<file path="config.mk">
export PLATFORM = sky130hd
export DESIGN_NAME = ex_mem_branch_stage_flat
export DESIGN_NICKNAME = d
export VERILOG_FILES = /design/src/rtl/ex_mem_branch_stage_if.sv /design/src/rtl/ex_mem_branch_stage.sv /design/src/flat_wrapper.sv
export SDC_FILE = /design/constraint.sdc
export NUM_CORES = 1
export LEC_CHECK = 0
export ABC_AREA = 1
export BUFFER_PORTS_ARGS = -buffer_cell sky130_fd_sc_hd__buf_2
export CORE_MARGIN = 2
export CORE_UTILIZATION = 45
export CTS_CLUSTER_DIAMETER = 200
export DETAILED_ROUTE_END_ITERATION = 6
export HOLD_SLACK_MARGIN = 0.02
export PLACE_DENSITY = 0.79
export RECOVER_POWER = 100
export SYNTH_ARGS = -nofsm -noshare
export SYNTH_HDL_FRONTEND = slang
export SYNTH_SLANG_ARGS = --single-unit
</file>
<file path="constraint.sdc">
create_clock -name clk -period 1.4 [get_ports clk]
set_input_delay 0.28 -clock clk [delete_from_list [all_inputs] [get_ports clk]]
set_output_delay 0.28 -clock clk [all_outputs]
set_load 0.05 [all_outputs]
</file>
<file path="src/rtl/ex_mem_branch_stage_if.sv">
// EX->MEM boundary bundle: EX-side operation fields in, MEM-side registered fields,
// flag register and branch redirect out.
interface ex_mem_branch_stage_if #(
    parameter int DATA_W = 16,
    parameter int PC_W   = 16,
    parameter int REG_W  = 4
);
    logic              stall;
    logic              ex_valid;
    logic [3:0]        ex_op;
    logic [DATA_W-1:0] ex_alu_out;
    logic              ex_zero;
    logic              ex_negative;
    logic [DATA_W-1:0] ex_store_data;
    logic [REG_W-1:0]  ex_rd;
    logic              ex_reg_write;
    logic              ex_mem_read;
    logic              ex_mem_write;
    logic [PC_W-1:0]   ex_branch_target;

    logic              mem_valid;
    logic [DATA_W-1:0] mem_alu_out;
    logic [DATA_W-1:0] mem_store_data;
    logic [REG_W-1:0]  mem_rd;
    logic              mem_reg_write;
    logic              mem_mem_read;
    logic              mem_mem_write;
    logic              flag_z;
    logic              flag_n;
    logic              branch_taken;
    logic [PC_W-1:0]   branch_pc;
    logic              flush;

    modport slave (
        input  stall, ex_valid, ex_op, ex_alu_out, ex_zero, ex_negative, ex_store_data,
               ex_rd, ex_reg_write, ex_mem_read, ex_mem_write, ex_branch_target,
        output mem_valid, mem_alu_out, mem_store_data, mem_rd, mem_reg_write,
               mem_mem_read, mem_mem_write, flag_z, flag_n, branch_taken, branch_pc, flush
    );

    modport master (
        output stall, ex_valid, ex_op, ex_alu_out, ex_zero, ex_negative, ex_store_data,
               ex_rd, ex_reg_write, ex_mem_read, ex_mem_write, ex_branch_target,
        input  mem_valid, mem_alu_out, mem_store_data, mem_rd, mem_reg_write,
               mem_mem_read, mem_mem_write, flag_z, flag_n, branch_taken, branch_pc, flush
    );
endinterface

</file>
<file path="src/rtl/ex_mem_branch_stage.sv">
// EX->MEM pipeline register with Z/N flag register and B/BEQ/BGE resolution.
// A taken branch pulses a redirect and drops the next BR_SHADOW wrong-path ops.
module ex_mem_branch_stage #(
    parameter int DATA_W    = 16,
    parameter int PC_W      = 16,
    parameter int REG_W     = 4,
    parameter int BR_SHADOW = 1
) (
    input logic                  clk,
    input logic                  rst,
    ex_mem_branch_stage_if.slave bus
);
    localparam logic [3:0] OP_ADD = 4'b0000;
    localparam logic [3:0] OP_SUB = 4'b0001;
    localparam logic [3:0] OP_AND = 4'b0010;
    localparam logic [3:0] OP_OR  = 4'b0011;
    localparam logic [3:0] OP_CMP = 4'b0101;
    localparam logic [3:0] OP_SET = 4'b0110;
    localparam logic [3:0] OP_LDR = 4'b0111;
    localparam logic [3:0] OP_STR = 4'b1000;
    localparam logic [3:0] OP_B   = 4'b1001;
    localparam logic [3:0] OP_BEQ = 4'b1010;
    localparam logic [3:0] OP_BGE = 4'b1011;
    localparam logic [1:0] SHADOW_INIT = 2'(BR_SHADOW);

    typedef enum logic [0:0] {
        ST_IDLE   = 1'b0,
        ST_SQUASH = 1'b1
    } state_t;

    state_t            state_r;
    state_t            state_nxt_s;
    logic [1:0]        cnt_r;
    logic [1:0]        cnt_nxt_s;

    logic              mem_valid_r;
    logic [DATA_W-1:0] mem_alu_out_r;
    logic [DATA_W-1:0] mem_store_data_r;
    logic [REG_W-1:0]  mem_rd_r;
    logic              mem_reg_write_r;
    logic              mem_mem_read_r;
    logic              mem_mem_write_r;
    logic              flag_z_r;
    logic              flag_n_r;
    logic              branch_taken_r;
    logic [PC_W-1:0]   branch_pc_r;

    logic              is_alu_s;
    logic              is_ctl_s;
    logic              is_cmp_s;
    logic              cond_s;
    logic              advance_s;
    logic              live_s;
    logic              drop_s;
    logic              take_s;

    // Opcode decode and branch condition against the current flag register
    always_comb begin
        is_alu_s = 1'b0;
        is_ctl_s = 1'b0;
        is_cmp_s = 1'b0;
        cond_s   = 1'b0;
        case (bus.ex_op)
            OP_ADD, OP_SUB, OP_AND, OP_OR, OP_SET, OP_LDR, OP_STR: is_alu_s = 1'b1;
            OP_CMP: begin
                is_ctl_s = 1'b1;
                is_cmp_s = 1'b1;
            end
            OP_B: begin
                is_ctl_s = 1'b1;
                cond_s   = 1'b1;
            end
            OP_BEQ: begin
                is_ctl_s = 1'b1;
                cond_s   = flag_z_r;
            end
            OP_BGE: begin
                is_ctl_s = 1'b1;
                cond_s   = ~flag_n_r;
            end
            default: begin
                is_alu_s = 1'b0;
                is_ctl_s = 1'b0;
            end
        endcase
    end

    assign advance_s = ~bus.stall;
    assign live_s    = advance_s & bus.ex_valid & (state_r == ST_IDLE);
    assign drop_s    = advance_s & bus.ex_valid & (state_r == ST_SQUASH);
    assign take_s    = live_s & cond_s;

    // Squash FSM next state: count down only on dropped valid ops
    always_comb begin
        state_nxt_s = state_r;
        cnt_nxt_s   = cnt_r;
        case (state_r)
            ST_IDLE: begin
                if (take_s) begin
                    state_nxt_s = ST_SQUASH;
                    cnt_nxt_s   = SHADOW_INIT;
                end else begin
                    cnt_nxt_s   = 2'd0;
                end
            end
            ST_SQUASH: begin
                if (drop_s) begin
                    cnt_nxt_s = cnt_r - 2'd1;
                    if (cnt_r <= 2'd1) begin
                        state_nxt_s = ST_IDLE;
                    end else begin
                        state_nxt_s = ST_SQUASH;
                    end
                end else begin
                    cnt_nxt_s = cnt_r;
                end
            end
            default: begin
                state_nxt_s = ST_IDLE;
                cnt_nxt_s   = 2'd0;
            end
        endcase
    end

    // FSM state register
    always_ff @(posedge clk) begin
        if (!rst) begin
            state_r <= ST_IDLE;
            cnt_r   <= 2'd0;
        end else begin
            state_r <= state_nxt_s;
            cnt_r   <= cnt_nxt_s;
        end
    end

    // Pipeline, flag and redirect registers; the redirect pulse clears even while stalled
    always_ff @(posedge clk) begin
        if (!rst) begin
            mem_valid_r      <= 1'b0;
            mem_alu_out_r    <= {DATA_W{1'b0}};
            mem_store_data_r <= {DATA_W{1'b0}};
            mem_rd_r         <= {REG_W{1'b0}};
            mem_reg_write_r  <= 1'b0;
            mem_mem_read_r   <= 1'b0;
            mem_mem_write_r  <= 1'b0;
            flag_z_r         <= 1'b0;
            flag_n_r         <= 1'b0;
            branch_taken_r   <= 1'b0;
            branch_pc_r      <= {PC_W{1'b0}};
        end else begin
            branch_taken_r <= take_s;
            if (take_s) begin
                branch_pc_r <= bus.ex_branch_target;
            end
            if (live_s && is_cmp_s) begin
                flag_z_r <= bus.ex_zero;
                flag_n_r <= bus.ex_negative;
            end
            if (advance_s) begin
                if (live_s && (is_alu_s || is_ctl_s)) begin
                    mem_valid_r      <= 1'b1;
                    mem_alu_out_r    <= bus.ex_alu_out;
                    mem_store_data_r <= bus.ex_store_data;
                    mem_rd_r         <= bus.ex_rd;
                    mem_reg_write_r  <= bus.ex_reg_write & is_alu_s;
                    mem_mem_read_r   <= bus.ex_mem_read & is_alu_s;
                    mem_mem_write_r  <= bus.ex_mem_write & is_alu_s;
                end else begin
                    mem_valid_r      <= 1'b0;
                    mem_alu_out_r    <= {DATA_W{1'b0}};
                    mem_store_data_r <= {DATA_W{1'b0}};
                    mem_rd_r         <= {REG_W{1'b0}};
                    mem_reg_write_r  <= 1'b0;
                    mem_mem_read_r   <= 1'b0;
                    mem_mem_write_r  <= 1'b0;
                end
            end
        end
    end

    assign bus.mem_valid      = mem_valid_r;
    assign bus.mem_alu_out    = mem_alu_out_r;
    assign bus.mem_store_data = mem_store_data_r;
    assign bus.mem_rd         = mem_rd_r;
    assign bus.mem_reg_write  = mem_reg_write_r;
    assign bus.mem_mem_read   = mem_mem_read_r;
    assign bus.mem_mem_write  = mem_mem_write_r;
    assign bus.flag_z         = flag_z_r;
    assign bus.flag_n         = flag_n_r;
    assign bus.branch_taken   = branch_taken_r;
    assign bus.branch_pc      = branch_pc_r;
    assign bus.flush          = branch_taken_r;
endmodule

</file>
<file path="src/flat_wrapper.sv">
// flat-port wrapper written by rule: the top's interface ports become plain ports
module ex_mem_branch_stage_flat 
#(
    parameter int DATA_W    = 16,
    parameter int PC_W      = 16,
    parameter int REG_W     = 4,
    parameter int BR_SHADOW = 1
)
  (clk, rst, bus_stall, bus_ex_valid, bus_ex_op, bus_ex_alu_out, bus_ex_zero, bus_ex_negative, bus_ex_store_data, bus_ex_rd, bus_ex_reg_write, bus_ex_mem_read, bus_ex_mem_write, bus_ex_branch_target, bus_mem_valid, bus_mem_alu_out, bus_mem_store_data, bus_mem_rd, bus_mem_reg_write, bus_mem_mem_read, bus_mem_mem_write, bus_flag_z, bus_flag_n, bus_branch_taken, bus_branch_pc, bus_flush);
  ex_mem_branch_stage_if #(.DATA_W(DATA_W), .PC_W(PC_W), .REG_W(REG_W)) bus_i ();
  input logic clk;
  input logic rst;
  input wire logic [$bits(bus_i.stall)-1:0] bus_stall;
  input wire logic [$bits(bus_i.ex_valid)-1:0] bus_ex_valid;
  input wire logic [$bits(bus_i.ex_op)-1:0] bus_ex_op;
  input wire logic [$bits(bus_i.ex_alu_out)-1:0] bus_ex_alu_out;
  input wire logic [$bits(bus_i.ex_zero)-1:0] bus_ex_zero;
  input wire logic [$bits(bus_i.ex_negative)-1:0] bus_ex_negative;
  input wire logic [$bits(bus_i.ex_store_data)-1:0] bus_ex_store_data;
  input wire logic [$bits(bus_i.ex_rd)-1:0] bus_ex_rd;
  input wire logic [$bits(bus_i.ex_reg_write)-1:0] bus_ex_reg_write;
  input wire logic [$bits(bus_i.ex_mem_read)-1:0] bus_ex_mem_read;
  input wire logic [$bits(bus_i.ex_mem_write)-1:0] bus_ex_mem_write;
  input wire logic [$bits(bus_i.ex_branch_target)-1:0] bus_ex_branch_target;
  output wire logic [$bits(bus_i.mem_valid)-1:0] bus_mem_valid;
  output wire logic [$bits(bus_i.mem_alu_out)-1:0] bus_mem_alu_out;
  output wire logic [$bits(bus_i.mem_store_data)-1:0] bus_mem_store_data;
  output wire logic [$bits(bus_i.mem_rd)-1:0] bus_mem_rd;
  output wire logic [$bits(bus_i.mem_reg_write)-1:0] bus_mem_reg_write;
  output wire logic [$bits(bus_i.mem_mem_read)-1:0] bus_mem_mem_read;
  output wire logic [$bits(bus_i.mem_mem_write)-1:0] bus_mem_mem_write;
  output wire logic [$bits(bus_i.flag_z)-1:0] bus_flag_z;
  output wire logic [$bits(bus_i.flag_n)-1:0] bus_flag_n;
  output wire logic [$bits(bus_i.branch_taken)-1:0] bus_branch_taken;
  output wire logic [$bits(bus_i.branch_pc)-1:0] bus_branch_pc;
  output wire logic [$bits(bus_i.flush)-1:0] bus_flush;
  assign bus_i.stall = bus_stall;
  assign bus_i.ex_valid = bus_ex_valid;
  assign bus_i.ex_op = bus_ex_op;
  assign bus_i.ex_alu_out = bus_ex_alu_out;
  assign bus_i.ex_zero = bus_ex_zero;
  assign bus_i.ex_negative = bus_ex_negative;
  assign bus_i.ex_store_data = bus_ex_store_data;
  assign bus_i.ex_rd = bus_ex_rd;
  assign bus_i.ex_reg_write = bus_ex_reg_write;
  assign bus_i.ex_mem_read = bus_ex_mem_read;
  assign bus_i.ex_mem_write = bus_ex_mem_write;
  assign bus_i.ex_branch_target = bus_ex_branch_target;
  assign bus_mem_valid = bus_i.mem_valid;
  assign bus_mem_alu_out = bus_i.mem_alu_out;
  assign bus_mem_store_data = bus_i.mem_store_data;
  assign bus_mem_rd = bus_i.mem_rd;
  assign bus_mem_reg_write = bus_i.mem_reg_write;
  assign bus_mem_mem_read = bus_i.mem_mem_read;
  assign bus_mem_mem_write = bus_i.mem_mem_write;
  assign bus_flag_z = bus_i.flag_z;
  assign bus_flag_n = bus_i.flag_n;
  assign bus_branch_taken = bus_i.branch_taken;
  assign bus_branch_pc = bus_i.branch_pc;
  assign bus_flush = bus_i.flush;
  ex_mem_branch_stage #(.DATA_W(DATA_W), .PC_W(PC_W), .REG_W(REG_W), .BR_SHADOW(BR_SHADOW)) u_core (.clk(clk), .rst(rst), .bus(bus_i));
endmodule
</file>
Word-level counts from Yosys, hierarchy flattened. Cells that the tools add are included. Widths: inputs -> output; s select.

Register bits after elaboration: 62. Bits in latches: 0. Memory bits (writable): 0. ROM bits: 0. Input port bits: 65. Output and inout port bits: 60. Logic and storage cells: 60. Memories: 0.

$add $sub $neg: 1. Multipliers: 0. Divide/modulo/power cells: 0. $lt $le $gt $ge: 1. Eq/ne operators: 11. Shift-type cells: 0. Multiplexer cells: 18. Bitwise operators: 10. Reductions and logical operators: 6.

Operators with widths (count): $mux 16 (2); $eq 4x4->1 const B (4); $eq 4x3->1 const B (3); $mux 1 (11); $eq 4x2->1 const B (2); $and 1x1->1 (7); $reduce_or 7->1 (1); $eq 4x1->1 const B (1); $logic_not 4->1 (1); $mux 4 (1); $pmux 2 s2 (1); $reduce_or 4->1 (1); $not 1->1 (3); $pmux 1 s3 (1); $le 2x1->1 const B (1); $logic_and 1x1->1 (2); $mux 2 (1); $ne 2x2->1 const B (1); $pmux 1 s2 (1); $sub 2x1->2 const B (1); $logic_or 1x1->1 (1).

Depth between registers and ports, before layout.
Depth in word-level cells: 6. Mapped depth: 9. Gate-level depth less buffers: 7.

Least setup slack after synthesis. No wires, ideal clock.

Path type: reg2reg. Start: reg u_core.flag_z_r, in the netlist u_core.bus.flag_z. End: reg u_core.branch_pc_r[10], in the netlist u_core.bus.branch_pc[10]. Setup time: 114 ps. Arrival: 1355 ps. Data required time: 1286 ps. Path slack: -69 ps. Cell stages (with the launch flop): 9. Buffers on the path: 1. Clock period less this slack: 1469 ps. Cell sequence: dfxtp_1 -> nand2_1 -> nand2_1 -> nand2_2 -> inv_2 -> buf_2 -> nand3b_1 -> nand2_1 -> nor2_1.

Longest elaborated chain between the ends: 2.

Ends and longest elaborated chain: start, declared (RTL line ex_mem_branch_stage.sv:43) `logic flag_z_r;`; start signal, assigned (RTL line ex_mem_branch_stage.sv:156) `flag_z_r <= bus.ex_zero;`; $pmux 1 s3 (RTL line ex_mem_branch_stage.sv:63) `case (bus.ex_op)`; $and 1x1->1 (RTL line ex_mem_branch_stage.sv:91) `assign take_s = live_s & cond_s;`; end signal, assigned (RTL line ex_mem_branch_stage.sv:149) `branch_pc_r <= {PC_W{1'b0}};`; end signal, assigned (RTL line ex_mem_branch_stage.sv:153) `branch_pc_r <= bus.ex_branch_target;`; end, declared (RTL line ex_mem_branch_stage.sv:46) `logic [PC_W-1:0] branch_pc_r;`.

No other way between the ends. A chain may end at the register's enable or synchronous reset.

Worst setup path in the final report.
Start: reg u_core.mem_store_data_r[12], in the netlist u_core.bus.mem_store_data[12]. End: out bus_mem_store_data[12].

RTL lines: start, declared (RTL line ex_mem_branch_stage.sv:38) `logic [DATA_W-1:0] mem_store_data_r;`; start signal, assigned (RTL line ex_mem_branch_stage.sv:141) `mem_store_data_r <= {DATA_W{1'b0}};`; start signal, assigned (RTL line ex_mem_branch_stage.sv:163) `mem_store_data_r <= bus.ex_store_data;`; start signal, assigned (RTL line ex_mem_branch_stage.sv:171) `mem_store_data_r <= {DATA_W{1'b0}};`; end, declared (RTL line flat_wrapper.sv:27) `output wire logic [$bits(bus_i.mem_store_data)-1:0] bus_mem_store_data;`.

No word-level cell between the ends.

==> results.txt <==
Status: finished clean
Fmax: 0.8015 GHz
Post-Synth XOR/XNOR Area: 0%
CTS tree: built
PwrDens: 1232 nW/um^2
Post-Layout Inst Area: 3400 sq um
Setup_tns: 0 ns
Largest net degree at the start of global routing: 44
Mean post-synth cell area: 7.817 sq um
Drc violations: 0
Synth Area in Compound Gates: 9.634%
Most frequent cells after synthesis: 68 x nand2_1, 62 x dfxtp_1, 42 x a21oi_1, 42 x nor2_1, 38 x nand3_1
Initial antenna violation count: 0
Setup Skew: 0.006704 ns
Global route total overflow: 0
Nets: 505
Adder-cell area share of the yosys netlist: 0.5018%
Num Clock Sinks: 62
RD Place Congestion: 0.7823
Total iterations of the first detailed-routing run: 4
Total nets after synthesis: 385
Fin Hold WS: 0.2152 ns
Power, Total: 4.187 mW
Crit share post-route: 89.12%
Worst EP arrival: 0.97 ns
Hold_sp: bus_ex_alu_out[8]
CP startpoint kind: flop
Core Box Area: 5439 sq um
Worst-case clock buffer depth: 2
Largest family of logic cells by synthesized area: simple AND/OR/NAND/NOR gates
Worst-path maximum fanout: 2
Number of hold buffers added after CTS: 0
Cell row count: 27
Pins over their slew limit: 0
P&R area growth vs syn: 36.33%
Die ar.: 6153 sq um
Max H-tree Level: 3
Fin crit period: 1.248 ns
Antenna-violating nets left: 0
Number of flops mapped to enable cells by yosys: 0
Critical path class: reg -> out
Total GRT Usage: 20.54%
Finish-stage setup viols: 0
Primary FF master, synth: dfxtp_1
Initial Util: 45.85%
Final hold vios: 0
Ant. Diodes: 0
Share of the synthesized area in the top cell type: 49.77%
Reg2reg start: u_core.state_r
PortBufs: 124
Fill cells: 515
First-pass GRT wire length: 10,120 microns
Critical Path RT: 1.12 ns
Peak supply drop: 613.7 uV
Synth Instances: 319
Via density: 4.922
Register area share after synthesis: 49.77%
Max-cap viol count: 0
Post-synth ARST share: 0%
Via count: 2,540
Share of post-route cells with drive strength above 1: 35.36%
Slew @ Worst Pin: 0.4514 ns
Post-synthesis simple-gate area fraction: 33.57%
Vias in the first global route: 2,308
Die X: 78.44 microns
Largest area contributor in the netlist: dfxtp_1
Worst path buffer plus inverter count: 1
Placed Area: 3177 sq um
Mapped cell area: 2494 sq um
Synth top area cells: dfxtp_1 50%, nand2_1 10%, a21oi_1 8.4%, nand3_1 7.6%, nor2_1 6.3%
Mux cell area share after synthesis: 0%
Root Buffer: clkbuf_8
Hpwl dp: 4369 microns
Register Area: 1244 sq um
HP Class: in -> reg
Multi-input gate area: 1081 sq um
Slowest stage cell, crit path: dfxtp_1
Resize count post-CTS: 0
# IOs: 125
Slew Limit Headroom: 69.59%
Worst Setup SP: u_core.bus.mem_store_data[12]
Initial DRC count: 131
Clk_lat worst skew: 0.32 ns
Count of cell types in the netlist: 23
CP max stage delay: 0.36 ns
Largest delay share family, worst path: flip-flops
Count leader, synth: nand2_1
Syn. warnings: 0
Flops & latches, synth: 62
Clock transition at path regs: 0.07 ns
Drt total wl: 6217 microns
Wire per inst: 12.05 microns
Crit path cell chain: clkbuf_2
Setup Buffers After CTS: 0
Die height: 78.44 microns
RSZ-0062 raised after global routing: no
Crit path capture type: output pin
TritonCTS Buffers: 9
Leakage: 1.550 nW
## flip-flops by register name, indices dropped and copies added, names as in the netlist, 2 cells and up
| signal | count |
|---|---|
| u_core.bus.branch_pc | 16 |
| u_core.bus.mem_alu_out | 16 |
| u_core.bus.mem_rd | 4 |
| u_core.bus.mem_store_data | 16 |
| u_core.cnt_r | 2 |
## worst register-to-register path: cells and delay by family (launching register included)
family	cells	cell delay, ns
AOI/OAI and AO/OA	1	0.13
buffers and inverters	1	0.33
DFF	1	0.39
and+or+nand+nor	2	0.30
## worst paths after layout
check             cells past startpoint                        end  slack [ns]
hold / removal                        3  u_core.bus.mem_alu_out[8]        0.22
setup / recovery                      1     bus_mem_store_data[12]        0.15
setup reg to reg                      4  u_core.bus.mem_alu_out[1]        0.18
hold reg to reg                       2    u_core.bus.mem_mem_read        0.46
## kinds of logic (layout without fill, tap and decap cells)
logic type | after synthesis | in the layout
DFF | 62 | 62
and+or+nand+nor | 175 | 175
buffers and inverters | 33 | 158
AOI/OAI and AO/OA | 48 | 48
adders and majority gates | 1 | 1
## cell usage in the layout (no fill, tap or decap), drive strengths merged
cell	n
nand3b	16
inv	9
nand3	39
nand2	71
ha	1
dfxtp	62
o21ai	6
nor3	1
a21oi	42
clkinv	3
nand4	3
clkbuf	74
buf	70
bufinv	2
nor2	45
## through the flow
| stage | util (%) | instances | setup slack [ns] |
|---|---|---|---|
| after CTS | 62.71 | 516 | 0.1590 |
| after detailed placement | 58.41 | 500 | 0.1468 |
| after global placement | 58.41 | 500 | 0.2034 |
| after floorplan | - | 319 | 0.1012 |
| after global routing | 62.50 | 516 | 0.05079 |
| final | 62.50 | 516 | 0.1523 |
## layer usage
layer  wire, microns  global-route usage [%]
met4              76                   9.474
met2            3025                   35.26
met1            2641                   24.12
met5               0                       0
met3             473                   5.057
## area by class of cell
type                       instances  share of cell area (%)
sequential                        62                   36.58
multi-input combinational        224                   31.80
timing repair buffer             131                   20.83
clock buffer                      13                   4.969
tap                               72                   2.650
clock inverter                     3                   1.914
inverter                          11                   1.251
## report_power, final
group	total (mW)	switching, mW	internal (mW)
registers	1.84	0.0275	1.81
clock network	1.79	0.641	1.15
logic	0.557	0.378	0.179
Power figures use the tool's default switching activity.
